### config.mk
export PLATFORM = sky130hd
export DESIGN_NAME = ula_sched
export DESIGN_NICKNAME = d
export VERILOG_FILES = /design/src/rtl/ula_sched.sv
export SDC_FILE = /design/constraint.sdc
export NUM_CORES = 1
export LEC_CHECK = 0
export CAP_MARGIN = 10
export CORE_MARGIN = 3
export CORE_UTILIZATION = 28
export DETAILED_ROUTE_END_ITERATION = 12
export SYNTH_ARGS = -nofsm -noshare
export SYNTH_HDL_FRONTEND = slang
export SYNTH_SLANG_ARGS = --single-unit
### constraint.sdc
create_clock -name CLOCK_50 -period 3.73 [get_ports CLOCK_50]
set_input_delay 0.5595 -clock CLOCK_50 [delete_from_list [all_inputs] [get_ports CLOCK_50]]
set_output_delay 0.5595 -clock CLOCK_50 [all_outputs]
set_load 0.01 [all_outputs]
### src/rtl/ula_sched.sv
// rtl/ula_sched.sv - round-robin scheduler sharing one ULA datapath between two requesters
// Define ULA_SCHED_ACC_EN to add the accumulator operand source (req_use_acc).
module ula_sched #(
  parameter int W       = 6,
  parameter int ALU_LAT = 2
) (
  input  logic           CLOCK_50,
  input  logic           reset,
  input  logic [1:0]     req_valid,
  output logic [1:0]     req_ready,
  input  logic [2*W+3:0] req0_cmd,
  input  logic [2*W+3:0] req1_cmd,
`ifdef ULA_SCHED_ACC_EN
  input  logic [1:0]     req_use_acc,
`endif
  output logic [W-1:0]   alu_A,
  output logic [W-1:0]   alu_B,
  output logic [2:0]     alu_operacao,
  output logic           alu_modo,
  output logic           alu_start,
  input  logic [W-1:0]   alu_resultado,
  input  logic           alu_overflow,
  input  logic           alu_zero,
  output logic           rsp_valid,
  input  logic           rsp_ready,
  output logic           rsp_id,
  output logic [W-1:0]   rsp_resultado,
  output logic           rsp_overflow,
  output logic           rsp_zero
);

  localparam logic [1:0] IDLE  = 2'd0;
  localparam logic [1:0] ISSUE = 2'd1;
  localparam logic [1:0] WAIT  = 2'd2;
  localparam logic [1:0] RESP  = 2'd3;
  localparam logic [3:0] LAT   = 4'(ALU_LAT);

  logic [1:0]     state;
  logic           last_grant;
  logic [3:0]     cnt;
  logic [2*W+3:0] cmd_q;
  logic           grant0;
  logic           grant1;
  logic           accept;
  logic           capture;

  // last_grant=1 means req1 was served last, so req0 takes the next tie
  always_comb begin
    grant0    = req_valid[0] & (~req_valid[1] | last_grant);
    grant1    = req_valid[1] & (~req_valid[0] | ~last_grant);
    req_ready = 2'b00;
    if (reset && state == IDLE) req_ready = {grant1, grant0};
  end

  assign accept       = |req_ready;
  assign capture      = (state == WAIT) && (cnt == 4'd1);
  assign alu_B        = cmd_q[2*W-1:W];
  assign alu_operacao = cmd_q[2*W+2:2*W];
  assign alu_modo     = cmd_q[2*W+3];
  assign alu_start    = (state == ISSUE);
  assign rsp_valid    = (state == RESP);

  always_ff @(posedge CLOCK_50) begin
    if (!reset) begin
      state         <= IDLE;
      last_grant    <= 1'b1;
      cnt           <= 4'd0;
      cmd_q         <= '0;
      rsp_id        <= 1'b0;
      rsp_resultado <= '0;
      rsp_overflow  <= 1'b0;
      rsp_zero      <= 1'b0;
    end else begin
      case (state)
        IDLE: begin
          if (accept) begin
            cmd_q      <= req_ready[1] ? req1_cmd : req0_cmd;
            rsp_id     <= req_ready[1];
            last_grant <= req_ready[1];
            state      <= ISSUE;
          end
        end
        ISSUE: begin
          cnt   <= LAT;
          state <= WAIT;
        end
        WAIT: begin
          cnt <= cnt - 4'd1;
          if (capture) begin
            rsp_resultado <= alu_resultado;
            rsp_overflow  <= alu_overflow;
            rsp_zero      <= alu_zero;
            state         <= RESP;
          end
        end
        default: begin
          if (rsp_ready) state <= IDLE;
        end
      endcase
    end
  end

`ifdef ULA_SCHED_ACC_EN
  logic [W-1:0] acc;
  logic         use_q;

  always_ff @(posedge CLOCK_50) begin
    if (!reset) begin
      acc   <= '0;
      use_q <= 1'b0;
    end else begin
      if (accept) use_q <= req_ready[1] ? req_use_acc[1] : req_use_acc[0];
      if (capture) acc <= alu_resultado;
    end
  end

  assign alu_A = use_q ? acc : cmd_q[W-1:0];
`else
  assign alu_A = cmd_q[W-1:0];
`endif

endmodule

==> results of run 1 <==
## critical path: cells and delay by family
kind,cells,cell delay [ps]
compound gates,1,240
simple gates,1,110
buf+inv,2,1220
## final cells by class
class	count	share of cell area [%]
Inverter	6	0.938
Multi-Input combinational cell	123	33.5
Clock inverter	2	0.417
Clock buffer	6	3.44
Sequential cell	32	26.7
Timing Repair Buffer	76	31.4
Tap cell	70	3.65
## power by group
| part | internal [µW] | switching [µW] | leakage (µW) |
|---|---|---|---|
| Combinational | 237 | 230 | 0.000542 |
| Clock | 147 | 127 | 0.0000510 |
| Sequential | 407 | 43.3 | 0.000262 |
## per-stage QoR
| step | std cells | utilization (%) | total power, µW | setup slack, ps | hold WS [ps] |
|---|---|---|---|---|---|
| floorplan | 175 | - | 718 | 1900 | 480 |
| finish | 315 | 46.1 | 1190 | 1040 | 472 |
| global placement | 307 | 44.3 | 931 | 1030 | 460 |
| global route | 315 | 46.1 | 1280 | 915 | 511 |
| CTS | 315 | 46.1 | 1210 | 1010 | 478 |
| detailed placement | 307 | 44.3 | 931 | 1030 | 468 |
## placed cells by master (no fill, tap or decap), types with 6 or more instances in the layout
cell type         n
clkdlybuf4s50_1  73
o21ai_0          34
clkbuf_8          6
nand2_1           6
nand3_1          18
ha_1              7
a31oi_1          17
dfxtp_1          32
mux2i_1          11
nor2b_1           8
inv_1             6
## logic make-up (layout without fill, tap and decap cells)
logic type,Yosys count,in the layout
multiplexers,11,11
adder cells (fa/ha/maj),7,7
buffers and inverters,20,90
AO/OA/AOI/OAI,62,62
flip-flops,32,32
AND/OR/NAND/NOR,43,43
## worst max path at each step
stage	from	endpoint	slack, ps	cells after the start
finish	reset	req_ready[0]	1040	4
global placement	reset	cmd_q[12]	1030	5
floorplan	state[0]	req_ready[1]	1900	5
detailed placement	reset	req_ready[0]	1030	4
CTS	reset	req_ready[0]	1010	4
global route	reset	req_ready[0]	920	4
## routing by layer
| layer | track usage, % | vias up | routed length, µm |
|---|---|---|---|
| met3 | 4.29 | 7 | 354 |
| met4 | 6.08 | 0 | 75 |
| met1 | 17.0 | 670 | 1780 |
| met5 | 0 | - | 0 |
| met2 | 22.4 | 55 | 2030 |
| li1 | - | 773 | - |
## flip-flops by register name, summed over array words and instances (netlist names)
signal	count
cnt	4
rsp_id	1
state	2
rsp_resultado	6
last_grant	1
rsp_overflow	1
rsp_zero	1
cmd_q	16
==> impl_metrics.yaml, run 1 <==
logic_synthesis:
  synth_area_leaders: "dfxtp_1 (42%), o21ai_0 (11%), mux2i_1 (7.2%), a31oi_1 (6.9%), nand3_1 (5.9%)"
  synth_ff_type: "dfxtp_1"
  synthArstFlopShare_pct: 0
  synth_area_um2: 1530
  synth_top_area_share_pct: 41.8
  synth_top_family_by_area: "compound AO/OA/AOI/OAI gates"
  synth-adder-area-share_pct: 5.71
  synth_common_cells: "o21ai_0 (34), dfxtp_1 (32), nand3_1 (18)"
  synthMuxAreaShare_pct: 7.18
  yosysUniqueCellTypes: 32
  ys_ff_latch: 32
  synth_most_common_cell: "o21ai_0"
  synth.avg_cell_area_um2: 8.76
  synth-xor-area-share_pct: 0
  yosysTopAreaCell: "dfxtp_1"
  synth_edf_count: 0
  synth_compound_area_share_pct: 23.9
  synthSimpleGateAreaFrac_pct: 15.6
  synth_cells: 175
  yosys_warnings: 0
  syn-num-nets: 227
  yosysSeqAreaShare_pct: 41.8
global_routing:
  antenna_found_initial: 0
  grt-ovfl-total: 0
  grt_pass1_wl_mm: 6.89
  grt_pass1_vias: 1473
  grt_usage_pct: 13.9
  grt_max_degree: 33
die:
  ioPinCount: 74
  die_x_um: 80.0
  fp.coreArea_um2: 5200
  die_area_um2: 6400
  rows: 26
  initial_utilization_pct: 29.4
  die_h_um: 80.0
timing:
  period_needed_ps: 2690
  finalHoldViolCount: 0
  fin_skew_ps: 7.71
  worst_pin_slew_ps: 754
  fin_crit_sh_pct: 72.1
  setup_viol: 0
  rsz0062_at_grt: "no"
  slew_viol_final: 0
  fin_tns_setup_ps: 0
  fmax_mhz: 372
  timing.slew.headroom_pct: 49.7
worst_hold_path:
  hold_class: "reg2reg"
  whs_endpoint: "rsp_id"
  min_from: "rsp_id"
  holdPathStages: 2
setup_path:
  arrival_ps: 2130
  path_class: "in2out"
  reg2reg_depth: 5
  reg2reg_from: "state[0]"
  slowest_delay_ps: 630
  reg2reg_slack_ps: 1830
  critPathLaunchType: "input pin"
  crit_path_top_delay_cell: "clkdlybuf4s50_1"
  worst_setup_path_end_kind: "output pin"
  worstPathRequired_ps: 3170
  cp_max_fo: 10
  crit_top_cell: "clkdlybuf4s50_1"
  r2r_end: "cmd_q[3]"
  path_cells: "clkdlybuf4s50_1, nand3_1, a21oi_1, clkdlybuf4s50_1"
clock_tree:
  htree_levels: 2
  cts_resized: 0
  cts_made_buffers: 5
  cts.sinks: 32
  clockBufferDepth: 2
  insertion_delay_ps: 280
  cts_root_buffer: "clkbuf_8"
  clkTransAtPathRegs_ps: 70
  cts_setup_buffers: 0
  cts_tree: "yes"
  holdBufCountCts: 0
detailed_routing:
  drtAntennaViolNets: 0
  drtIter0Drc: 50
  remaining_drc_errors: 0
  routed-via-count: 1505
  first_pass_iters: 4
  wire_per_inst_um: 13.4
  wirelength_mm: 4.23
  via_per_inst: 4.78
place:
  placed_cell_area_um2: 2310
  gp_congestion: 0.710
  place_hpwl_mm: 3.04
  io_buffer_count: 73
power_and_ir_drop:
  power.leakage_uw: 0.000855
  p_per_area_nw_per_um2: 497
  irDropWorstVdd_mv: 0.223
finish:
  antenna_cells: 0
  regArea_um2: 641
  n_fill_cell: 538
  layout.nets: 296
  area_growth_pct: 56.6
  final_layout_size_suffix_gt1_share_pct: 5.71
  final_area_um2: 2400
  multi_input_area_um2: 803
run_status:
  status: "complete, no violations"
run:
  timing.max_cap.violations: 0
Note: power is estimated with default switching activity, not from simulation.
==> run 2: changes to the inputs <==
==> constraint.sdc (replaced) <==
create_clock -name CLOCK_50 -period 2.7 [get_ports CLOCK_50]
set_input_delay 0.405 -clock CLOCK_50 [delete_from_list [all_inputs] [get_ports CLOCK_50]]
set_output_delay 0.405 -clock CLOCK_50 [all_outputs]
set_load 0.01 [all_outputs]
==> run 2 against run 1 <==
Compared with the run above:
- register-to-register slack worse by 780 ps
- die area is the same
- sequential share of layout area is 0.14 points lower
- total power increased by 38%
- global-route usage down 0.16 points
- largest power group unchanged
- critical path type is now reg2out
- critical path depth is 1 higher
- clock power is 35% higher
- hold slack worse by 14 ps
==> impl_metrics.yaml, run 2 (synthesis gave the netlist of run 1 again) <==
finish:
  antenna_cells: 0
  mostFrequentLayoutCells: "clkdlybuf4s50_1 (73), o21ai_0 (34), dfxtp_1 (32)"
  top_register: "cmd_q"
  final_layout_size_suffix_gt1_share_pct: 5.67
  top_regs: "cmd_q: 16 flops, rsp_resultado: 6 flops, cnt: 4 flops"
  layout.nets: 298
  area_growth_pct: 57.4
  layout_commonest_cell: "clkdlybuf4s50_1"
  largest_reg_flops: 16
power_and_ir_drop:
  irDropWorstVdd_mv: 0.275
  power.leakage_uw: 0.000860
  p_total_uw: 1650
  p_per_area_nw_per_um2: 683
clock_tree:
  clockBufferDepth: 2
  cts_resized: 0
  cts_root_buffer: "clkbuf_8"
  cts_made_buffers: 5
  clkTransAtPathRegs_ps: 60
  insertion_delay_ps: 280
  holdBufCountCts: 0
  cts_tree: "yes"
  htree_levels: 2
  cts.sinks: 32
  cts_setup_buffers: 0
place:
  io_buffer_count: 73
  place_hpwl_mm: 2.95
  gp_congestion: 0.737
die:
  ioPinCount: 74
  initial_utilization_pct: 29.4
  rows: 26
  die_area_um2: 6400
  fp.coreArea_um2: 5200
  die_h_um: 80.0
  die_x_um: 80.0
detailed_routing:
  top_layer: "met4"
  wl_met2_mm: 2.02
  remaining_drc_errors: 0
  first_pass_iters: 4
  drtAntennaViolNets: 0
  routed-via-count: 1504
  met1_length_mm: 1.77
  drtIter0Drc: 56
  wirelength_mm: 4.18
  routed-wl-met3_um: 318
  via_per_inst: 4.74
  wire_per_inst_um: 13.2
timing:
  fin_crit_sh_pct: 89.3
  fin_tns_setup_ps: 0
  period_needed_ps: 2410
  timing.slew.headroom_pct: 61.1
  finalHoldViolCount: 0
  rsz0062_at_grt: "no"
  fmax_mhz: 415
  worst_pin_slew_ps: 582
  slew_viol_final: 0
  setup_viol: 0
  fin_skew_ps: 1.03
setup_path:
  path_cells: "inv_1, ha_1, nand3_1, a21oi_1, clkdlybuf4s50_1"
  cp_max_fo: 7
  startpoint: "state[1]"
  path_class: "reg2out"
  critPathLaunchType: "register"
  slowest_delay_ps: 600
  crit_path_top_delay_cell: "clkdlybuf4s50_1"
  reg2reg_from: "state[1]"
  worstPathRequired_ps: 2300
  worst_setup_path_end_kind: "output pin"
  arrival_ps: 2010
global_routing:
  grt-ovfl-total: 0
  antenna_found_initial: 0
  grt_pass1_vias: 1526
  grt_pass1_wl_mm: 6.96
  grt_usage_pct: 13.8
  grt_max_degree: 37
worst_hold_path:
  hold_class: "reg2reg"
  min_from: "rsp_id"
run:
  timing.max_cap.violations: 0
run_status:
  status: "complete, no violations"
run 2: cell types whose count changed in the layout (fill, tap and decap cells not counted), sizes merged:
cell,change
clkinv,-2
buf,+2
clkbuf,+2
run 2: stage by stage:
stage | instances | hold slack, ps | util [%] | setup slack, ps | cell area (µm²)
6_report | 317 | 458 | 46.3 | 289 | 2410
5_1_grt | 317 | 486 | 46.3 | 148 | 2410
4_1_cts | 317 | 459 | 46.3 | 244 | 2410
3_5_place_dp | 309 | 451 | 44.6 | 369 | 2320
3_3_place_gp | 309 | 443 | 44.6 | 383 | 2320
2_1_floorplan | 175 | 480 | - | 1020 | 1530
run 2: power by group:
part           total [µW]  internal, µW  switching (µW)
clock network         371           208             164
registers             621           563            57.8
logic                 655           336             319
total                1650          1110             541
run 2: worst paths after layout:
kind                                         end  slack, ps  depth (start not counted)
worst min-delay path                      rsp_id        460                          2
worst max register to register  rsp_resultado[1]       1050                          4
worst min register to register            rsp_id        460                          2
worst max-delay path                req_ready[0]        290                          5
run 2: layout make-up:
type                            count  area (µm²)
Inverter                            6        22.5
Sequential cell                    32         641
Fill cell                         536        2790
Timing Repair Buffer               78         768
Clock buffer                        8        90.1
Tap cell                           70        87.6
Multi-Input combinational cell    123         803
run 2: worst max-delay path, delay by kind of cell, from the launching register on:
| family | cells | cell delay, ps |
|---|---|---|
| buf+inv | 2 | 690 |
| simple gates | 1 | 110 |
| fa+ha+maj | 1 | 290 |
| compound gates | 1 | 280 |
| flops | 1 | 360 |
run 2: layer usage:
layer	track usage, %	vias up
li1	-	776
met5	0	-
met4	5.57	0
met1	16.6	677
met3	5.08	9
met2	22.0	42
==> run 3: changes to the inputs <==
--- a/config.mk
+++ b/config.mk
@@ -6,9 +6,11 @@
 export NUM_CORES = 1
 export LEC_CHECK = 0
 export CAP_MARGIN = 10
+export CORE_ASPECT_RATIO = 0.9
 export CORE_MARGIN = 3
 export CORE_UTILIZATION = 28
 export DETAILED_ROUTE_END_ITERATION = 12
+export DONT_BUFFER_PORTS = 1
 export SYNTH_ARGS = -nofsm -noshare
 export SYNTH_HDL_FRONTEND = slang
 export SYNTH_SLANG_ARGS = --single-unit
==> run 3 against run 2 <==
Compared with the run above:
- cell count down 26%
- wire length fell by 9.9%
- hold slack got worse by 250 ps
- sequential power up 6.6%
- sequential cell count unchanged
- sequential share of layout area up 12 points
- largest power group is now registers
- total power is 5.7% lower
- register-to-register slack lost 220 ps
- critical endpoint is now req_ready[1]
- critical path depth is 1 lower
- die area about the same
- critical path type unchanged
- design area decreased by 30%
- largest cell class unchanged
- first-iteration DRC count is 75% higher
==> impl_metrics.yaml, run 3 (synthesis gave the netlist of run 1 again) <==
clock_tree:
  cts_made_buffers: 5
  htree_levels: 2
  cts_setup_buffers: 0
  cts_tree: "yes"
  clockBufferDepth: 2
  clkTransAtPathRegs_ps: 70
  insertion_delay_ps: 280
  cts_root_buffer: "clkbuf_8"
  cts_resized: 0
  cts.sinks: 32
  holdBufCountCts: 0
detailed_routing:
  via_per_inst: 5.34
  routed-via-count: 1255
  drtAntennaViolNets: 0
  wirelength_mm: 3.77
  wire_per_inst_um: 16.0
  remaining_drc_errors: 0
  drtIter0Drc: 98
  first_pass_iters: 4
setup_path:
  startpoint: "state[0]"
  path_class: "reg2out"
  crit_family: "simple AND/OR/NAND/NOR gates"
  crit_buf_inv: 1
  arrival_ps: 1740
  crit_path_top_delay_cell: "nand3_1"
  slowest_delay_ps: 400
  worst_setup_path_end_kind: "output pin"
  reg2reg_slack_ps: 830
  r2r_end: "cmd_q[9]"
  reg2reg_depth: 5
  crit_cells: 4
  path_cells: "inv_1, ha_1, nand3_1, nor2_1"
  worstPathRequired_ps: 2300
  endpoint: "req_ready[1]"
  cp_max_fo: 11
  reg2reg_from: "state[0]"
  critPathLaunchType: "register"
finish:
  largest_reg_flops: 16
  mostFrequentLayoutCells: "o21ai_0 (34), dfxtp_1 (32), nand3_1 (18)"
  layout_commonest_cell: "o21ai_0"
  top_register: "cmd_q"
  multi_input_area_um2: 803
  area_growth_pct: 9.71
  regArea_um2: 641
  n_fill_cell: 526
  top_regs: "cmd_q: 16 flops, rsp_resultado: 6 flops, cnt: 4 flops"
  final_layout_size_suffix_gt1_share_pct: 7.06
  layout.nets: 221
  antenna_cells: 0
timing:
  fin_crit_sh_pct: 79.3
  slew_viol_final: 0
  setup_viol: 0
  fin_skew_ps: 2.83
  rsz0062_at_grt: "no"
  timing.slew.headroom_pct: 48.7
  finalHoldViolCount: 0
  worst_pin_slew_ps: 770
  fmax_mhz: 467
  period_needed_ps: 2140
  fin_tns_setup_ps: 0
worst_hold_path:
  hold_class: "in2reg"
die:
  initial_utilization_pct: 30.2
  die_h_um: 76.2
  fp.coreArea_um2: 5070
  ioPinCount: 74
  die_x_um: 84.0
  rows: 24
  die_area_um2: 6400
place:
  gp_congestion: 0.750
  io_buffer_count: 0
  place_hpwl_mm: 2.60
run:
  timing.max_cap.violations: 0
power_and_ir_drop:
  irDropWorstVdd_mv: 0.340
  p_per_area_nw_per_um2: 924
  p_total_uw: 1550
  power.leakage_uw: 0.000585
run_status:
  status: "complete, no violations"
global_routing:
  grt_pass1_wl_mm: 6.09
  grt_pass1_vias: 1190
  grt_max_degree: 40
  antenna_found_initial: 0
  grt-ovfl-total: 0
  grt_usage_pct: 12.0
==> run 3: cell count changes in the layout (fill, tap and decap cells not counted), sizes merged <==
cell           before  now
clkdlybuf4s50      73    0
buf                 5    1
bufinv              0    1
clkbuf              8    7
==> run 3: per-layer routing <==
metal  vias up  track usage [%]  share of wire [%]
met1       581             14.8                 45
li1        623                -                  -
met3         5             6.49                9.7
met2        46             17.1                 43
met5         -                0                  0
met4         0             5.79                2.0
==> run 3: power breakdown <==
part           total, µW  internal, µW  switching (µW)  leakage, µW
Clock                500           325             175    0.0000645
Combinational        392           152             240     0.000258
Sequential           662           563            98.6     0.000262
Total               1550          1040             513     0.000585
==> run 3: area by class of cell <==
type | instances | area share, %
multi-input combinational | 123 | 47.8
sequential | 32 | 38.1
clock buffer | 7 | 5.73
tap | 65 | 4.84
clock inverter | 1 | 1.79
inverter | 6 | 1.34
timing repair buffer | 1 | 0.446
==> run 3: how the worst min path moves through the flow <==
stage	from	end	slack, ps	cells past startpoint
5_1_grt	reset	last_grant	190	1
4_1_cts	reset	last_grant	190	1
3_5_place_dp	reset	last_grant	490	1
6_report	reset	last_grant	210	1
2_1_floorplan	rsp_id	rsp_id	480	2
3_3_place_gp	reset	last_grant	490	1
==> run 3: metrics by stage <==
step / hold slack (ps) / std cells / util [%] / cell area [µm²] / setup WS, ps
floorplan: 480 / 175 / - / 1530 / 1020
CTS: 191 / 235 / 33.1 / 1680 / 574
detailed placement: 493 / 227 / 30.6 / 1560 / 850
global placement: 489 / 227 / 30.6 / 1560 / 920
global route: 192 / 235 / 33.1 / 1680 / 407
finish: 213 / 235 / 33.1 / 1680 / 559
